## src/rtl/pt_axi4_rd_splitter.sv

```systemverilog
// AXI4 read-burst to AXI4-Lite single-beat splitter: one burst at a time,
// bounded Lite reads in flight, Lite responses forwarded upstream as one burst.
module pt_axi4_rd_splitter #(
    parameter int AXI_ADDR_W      = 32,
    parameter int DATA_W          = 64,
    parameter int ID_W            = 4,
    parameter int MAX_OUTSTANDING = 4
) (
    input  logic                  i_clk,
    input  logic                  i_rst,
    output logic                  o_idle,
    input  logic [ID_W-1:0]       i_arid,
    input  logic [AXI_ADDR_W-1:0] i_araddr,
    input  logic [7:0]            i_arlen,
    input  logic [1:0]            i_arburst,
    input  logic                  i_arvalid,
    output logic                  o_arready,
    output logic [ID_W-1:0]       o_rid,
    output logic [DATA_W-1:0]     o_rdata,
    output logic [1:0]            o_rresp,
    output logic                  o_rlast,
    output logic                  o_rvalid,
    input  logic                  i_rready,
    output logic [AXI_ADDR_W-1:0] o_lite_araddr,
    output logic                  o_lite_arvalid,
    input  logic                  i_lite_arready,
    input  logic [DATA_W-1:0]     i_lite_rdata,
    input  logic [1:0]            i_lite_rresp,
    input  logic                  i_lite_rvalid,
    output logic                  o_lite_rready
);

    localparam int BEAT_BYTES = DATA_W / 8;
    localparam int BEAT_SHIFT = $clog2(BEAT_BYTES);
    localparam int OUT_W      = $clog2(MAX_OUTSTANDING + 1);

    localparam logic [AXI_ADDR_W-1:0] BEAT_MASK = AXI_ADDR_W'(BEAT_BYTES - 1);
    localparam logic [AXI_ADDR_W-1:0] BEAT_STEP = AXI_ADDR_W'(BEAT_BYTES);
    localparam logic [OUT_W-1:0]      OUT_MAX   = OUT_W'(MAX_OUTSTANDING);

    typedef enum logic [1:0] {
        S_IDLE  = 2'd0,
        S_ISSUE = 2'd1,
        S_DRAIN = 2'd2
    } state_t;

    state_t                r_state;
    logic                  r_arready;
    logic [ID_W-1:0]       r_id;
    logic [7:0]            r_len;
    logic                  r_fixed;
    logic                  r_wrap;
    logic [AXI_ADDR_W-1:0] r_addr;
    logic [7:0]            r_issue_cnt;
    logic [7:0]            r_ret_cnt;
    logic [OUT_W-1:0]      r_outstanding;

    logic                  w_active;
    logic                  w_lite_ar_hs;
    logic                  w_lite_r_hs;
    logic                  w_wrap_len;
    logic [AXI_ADDR_W-1:0] w_wrap_mask;
    logic [AXI_ADDR_W-1:0] w_incr_addr;
    logic [AXI_ADDR_W-1:0] w_next_addr;

    assign w_active     = (r_state == S_ISSUE) || (r_state == S_DRAIN);
    assign w_lite_ar_hs = o_lite_arvalid && i_lite_arready;
    assign w_lite_r_hs  = i_lite_rvalid && o_lite_rready;

    // Only power-of-two beat counts wrap; anything else falls back to INCR.
    assign w_wrap_len = (i_arburst == 2'd2) &&
                        ((i_arlen == 8'd1) || (i_arlen == 8'd3) ||
                         (i_arlen == 8'd7) || (i_arlen == 8'd15));

    // With len+1 a power of two, (len+1)*BEAT_BYTES-1 is len shifted up with the beat bits set.
    assign w_wrap_mask = (AXI_ADDR_W'(r_len) << BEAT_SHIFT) | BEAT_MASK;
    assign w_incr_addr = r_addr + BEAT_STEP;
    assign w_next_addr = r_fixed ? r_addr :
                         r_wrap  ? ((r_addr & ~w_wrap_mask) | (w_incr_addr & w_wrap_mask)) :
                                   w_incr_addr;

    assign o_arready      = r_arready;
    assign o_idle         = r_arready && !i_arvalid;
    assign o_lite_araddr  = r_addr;
    assign o_lite_arvalid = (r_state == S_ISSUE) && (r_outstanding < OUT_MAX);
    assign o_lite_rready  = i_rready && w_active;
    assign o_rvalid       = i_lite_rvalid && w_active;
    assign o_rid          = r_id;
    assign o_rdata        = w_active ? i_lite_rdata : '0;
    assign o_rresp        = w_active ? i_lite_rresp : 2'd0;
    assign o_rlast        = w_active && (r_ret_cnt == r_len);

    always_ff @(posedge i_clk or posedge i_rst) begin
        if (i_rst) begin
            r_state       <= S_IDLE;
            r_arready     <= 1'b0;
            r_id          <= '0;
            r_len         <= '0;
            r_fixed       <= 1'b0;
            r_wrap        <= 1'b0;
            r_addr        <= '0;
            r_issue_cnt   <= '0;
            r_ret_cnt     <= '0;
            r_outstanding <= '0;
        end else begin
            if (w_lite_ar_hs && !w_lite_r_hs) begin
                r_outstanding <= r_outstanding + OUT_W'(1);
            end else if (!w_lite_ar_hs && w_lite_r_hs) begin
                r_outstanding <= r_outstanding - OUT_W'(1);
            end

            // NOTE: non-blocking assignments later in this block override earlier ones,
            // so the default r_arready<=1 below yields to the capture and final-beat cases.
            case (r_state)
                S_IDLE: begin
                    r_arready <= 1'b1;
                    if (i_arvalid && r_arready) begin
                        r_arready   <= 1'b0;
                        r_id        <= i_arid;
                        r_len       <= i_arlen;
                        r_fixed     <= (i_arburst == 2'd0);
                        r_wrap      <= w_wrap_len;
                        r_addr      <= i_araddr & ~BEAT_MASK;
                        r_issue_cnt <= '0;
                        r_ret_cnt   <= '0;
                        r_state     <= S_ISSUE;
                    end
                end
                S_ISSUE: begin
                    if (w_lite_ar_hs) begin
                        r_addr      <= w_next_addr;
                        r_issue_cnt <= r_issue_cnt + 8'd1;
                        if (r_issue_cnt == r_len) begin
                            r_state <= S_DRAIN;
                        end
                    end
                end
                S_DRAIN: begin
                end
                default: r_state <= S_IDLE;
            endcase

            if (w_lite_r_hs) begin
                r_ret_cnt <= r_ret_cnt + 8'd1;
                if (r_ret_cnt == r_len) begin
                    r_state   <= S_IDLE;
                    r_arready <= 1'b1;
                end
            end
        end
    end

endmodule

```

## config.mk

```make
export PLATFORM = sky130hd
export DESIGN_NAME = pt_axi4_rd_splitter
export DESIGN_NICKNAME = d
export VERILOG_FILES = /design/src/rtl/pt_axi4_rd_splitter.sv
export SDC_FILE = /design/constraint.sdc
export NUM_CORES = 1
export LEC_CHECK = 0
export CORE_MARGIN = 8
export CORE_UTILIZATION = 44
export DETAILED_ROUTE_END_ITERATION = 8
export GPL_TIMING_DRIVEN = 0
export PLACE_DENSITY_LB_ADDON = 0.25
export SLEW_MARGIN = 20
export SYNTH_ARGS = -nofsm -noshare
export SYNTH_HDL_FRONTEND = slang
export SYNTH_SLANG_ARGS = --single-unit
```

## constraint.sdc

```tcl
create_clock -name i_clk -period 7.3 [get_ports i_clk]
set_clock_uncertainty 0.1 [all_clocks]
set_input_delay 1.46 -clock i_clk [delete_from_list [all_inputs] [get_ports i_clk]]
set_output_delay 1.46 -clock i_clk [all_outputs]
set_load 0.02 [all_outputs]
```

==> flow_summary.json <==
{
  "grt_pass1_vias": 4846,
  "dieHeight_um": 115,
  "start_util_pct": 44.9,
  "crit_path_start_kind": "flop",
  "reg2reg_depth": 9,
  "crit_required_ns": 5.74,
  "grt-ovfl-total": 0,
  "cts_made_buffers": 9,
  "core_area_mm2": 0.00968,
  "dpl.hpwl_um": 13400,
  "antenna_left": 0,
  "slowest_stage": "clkdlybuf4s50_1",
  "setup_violations": 0,
  "netlist_area_mm2": 0.00435,
  "post_dp_cell_area_mm2": 0.00674,
  "io_buffers": 219,
  "met3_usage_pct": 8.04,
  "crit_type": "flop to output port",
  "post-route-min-period_ns": 4.41,
  "end_kind": "output port",
  "worstPathCellList": "inv_1 -> ha_1 -> clkbuf_1 -> clkbuf_1 -> nor2b_1 -> clkdlybuf4s50_1",
  "grt_max_degree": 51,
  "synth-simple-area-share_pct": 27.5,
  "synth-xor-area-share_pct": 6.45,
  "die-area_mm2": 0.0133,
  "min_to": "r_outstanding[2]",
  "cp_num_cells": 6,
  "synthFlopType": "dfrtp_1",
  "layout.nets": 854,
  "remaining_drc_errors": 0,
  "cts_setup_buffers": 0,
  "cts_tree": "done",
  "multi_input_area_mm2": 0.00253,
  "wl_per_cell_um": 18.7,
  "path_buf_inv": 4,
  "synth_edf_count": 0,
  "relSlewSlack_pct": 57.7,
  "fp.dieW_um": 115,
  "whs_path_depth": 1,
  "antenna_found_initial": 0,
  "synth.avg_cell_area_um2": 8.80,
  "synth_cell_type_count": 58,
  "grt_pass1_wl_um": 25300,
  "ys_ff_latch": 65,
  "finalPower_mw": 2.79,
  "setup_tns_ns": 0,
  "crit_family": "buffers and inverters",
  "ys_seq_area_share_pct": 37.4,
  "root_buffer": "clkbuf_8",
  "hp-start": "r_outstanding[2]",
  "clock_path_buffers": 2,
  "intPower_mw": 1.51,
  "dr.first_iter.drc_count": 288,
  "yosysWarnings": 0,
  "vias": 4673,
  "fill_cells": 776,
  "final_common_cell": "clkdlybuf4s50_1",
  "fin_area_mm2": 0.00694,
  "cts_hold_buf": 0,
  "max_cap_viol_count": 0,
  "status": "finished, final reports clean",
  "grtUsageTotal_pct": 24.4,
  "gr-usage-met2_pct": 42.0,
  "p_per_area_mw_per_mm2": 403,
  "dr.pass1.iters": 5,
  "r2r-end": "r_outstanding[1]",
  "hold_violations": 0,
  "arrival_ns": 2.85,
  "place_congestion": 0.919,
  "worstPathMaxFanout": 10,
  "finalMaxSlewViolations": 0,
  "critPathMaxStageDelay_ns": 0.61,
  "cts.clk_slew.worst_paths_ns": 0.07,
  "comb_power_share_pct": 64.1,
  "viasPerCell": 5.40,
  "regArea_mm2": 0.00163,
  "switching_power_mw": 1.28,
  "fin_crit_sh_pct": 60.4,
  "holdWs_ns": 0.409,
  "pwr-share-clk_pct": 10.9,
  "max-vdd-ir-drop_mv": 0.229,
  "reg2reg_from": "r_state[0]",
  "use_met1_pct": 27.1,
  "synth_top_family_by_area": "simple AND/OR/NAND/NOR gates",
  "ctsResizeCount": 0,
  "num_rows": 36,
  "hp-class": "flop to flop",
  "ff2ff_setup_slack_ns": 4.23,
  "htreeDepth": 3,
  "path_common_cell": "clkbuf_1",
  "io_pins": 226,
  "synth-compound-area-share_pct": 16.4,
  "p_seq_share_pct": 24.9,
  "netSwitchingFraction_pct": 45.9,
  "area_growth_syn_to_layout_pct": 59.6,
  "mostFrequentLayoutCells": "219 x clkdlybuf4s50_1, 70 x and2_1, 65 x dfrtp_1",
  "antenna_cells": 0,
  "drive_gt1_share_pct": 6.69,
  "rsz0062_at_grt": "no",
  "fmax_ghz": 0.227,
  "leakagePower_nw": 2.82,
  "busiest_layer": "met2",
  "worst_pin_slew_ns": 0.631,
  "synthCells": 494,
  "cts.sinks": 65,
  "wl_um": 16200,
  "async_flop_share_pct": 100,
  "clk-insertion-delay-late_ns": 0.36,
  "synthAdderAreaFrac_pct": 2.76,
  "synthMuxAreaShare_pct": 4.89
}
-- worst max-delay path by stage --
stage	from	end
3_3_place_gp	i_rst	o_rid[2]
3_5_place_dp	i_lite_rdata[28]	o_rdata[28]
4_1_cts	r_state[1]	o_lite_arvalid
5_1_grt	r_state[1]	o_lite_arvalid
6_report	r_state[1]	o_lite_arvalid
2_1_floorplan	i_arvalid	o_idle
-- stage by stage --
step,setup slack [ns],cells,utilization (%)
after floorplan,3.98,496,-
after global placement,2.96,848,69.3
after detailed placement,3.04,849,69.6
after CTS,2.91,865,71.6
after global routing,2.74,865,71.6
final,2.89,865,71.6
-- power by group through the flow --
| stage | Combinational, mW | Clock, mW | Sequential (mW) |
|---|---|---|---|
| floorplan | 0.909 | 0 | 0.747 |
| global placement | 1.76 | 0 | 0.687 |
| detailed placement | 1.81 | 0 | 0.697 |
| CTS | 1.81 | 0.309 | 0.692 |
| global route | 1.93 | 0.322 | 0.719 |
| finish | 1.79 | 0.306 | 0.696 |
-- flip-flops by register name (all words and copies together) (netlist names) --
name           flops
r_state            2
r_ret_cnt          8
o_lite_araddr     29
r_fixed            1
r_wrap             1
r_len              8
o_arready          1
r_outstanding      3
r_issue_cnt        8
o_rid              4
-- cells in the mapped netlist, types with 13 or more instances --
library cell | number | area [um^2]
clkbuf_1 | 18 | 67.6
and2_1 | 70 | 438
nand3_1 | 26 | 130
xor2_1 | 19 | 166
mux2_2 | 18 | 203
dfrtp_1 | 65 | 1630
nand2_1 | 34 | 128
xnor2_1 | 13 | 114
inv_1 | 20 | 75.1
o21ai_0 | 41 | 205
a21oi_1 | 15 | 75.1
nor2_1 | 22 | 82.6
-- kinds of logic (layout without fill, tap and decap cells) --
| logic type | Yosys count | count (layout) |
|---|---|---|
| DFF | 65 | 65 |
| xor gates and xnor gates | 32 | 32 |
| and+or+nand+nor | 210 | 210 |
| other | 1 | 3 |
| buffers and inverters | 46 | 282 |
| adders and majority gates | 9 | 9 |
| muxes | 19 | 19 |
| AOI/OAI and AO/OA | 112 | 112 |
-- layer usage --
| metal | vias up | wire length [um] |
|---|---|---|
| met5 | - | 0 |
| met4 | 0 | 399 |
| met3 | 31 | 1580 |
| met2 | 216 | 8200 |
| met1 | 2205 | 6030 |
| li1 | 2221 | - |
-- layout make-up --
type | count | area share [%]
Inverter | 21 | 1.17
Timing Repair Buffer | 220 | 32.0
Multi-Input combinational cell | 385 | 36.5
Clock buffer | 10 | 1.98
Sequential cell | 65 | 23.4
Buffer | 25 | 1.68
Tap cell | 133 | 2.40
Clock inverter | 6 | 0.830
-- worst register-to-register path: stages (launching register included) --
cell and delay [ns]:
dfrtp_1 0.39, inv_1 0.10, ha_1 0.43, and3_1 0.20
clkbuf_1 0.34, clkinv_1 0.34, ha_1 0.30, inv_1 0.08
fa_1 0.41, mux2_2 0.27
Power figures use the tool's default switching activity.
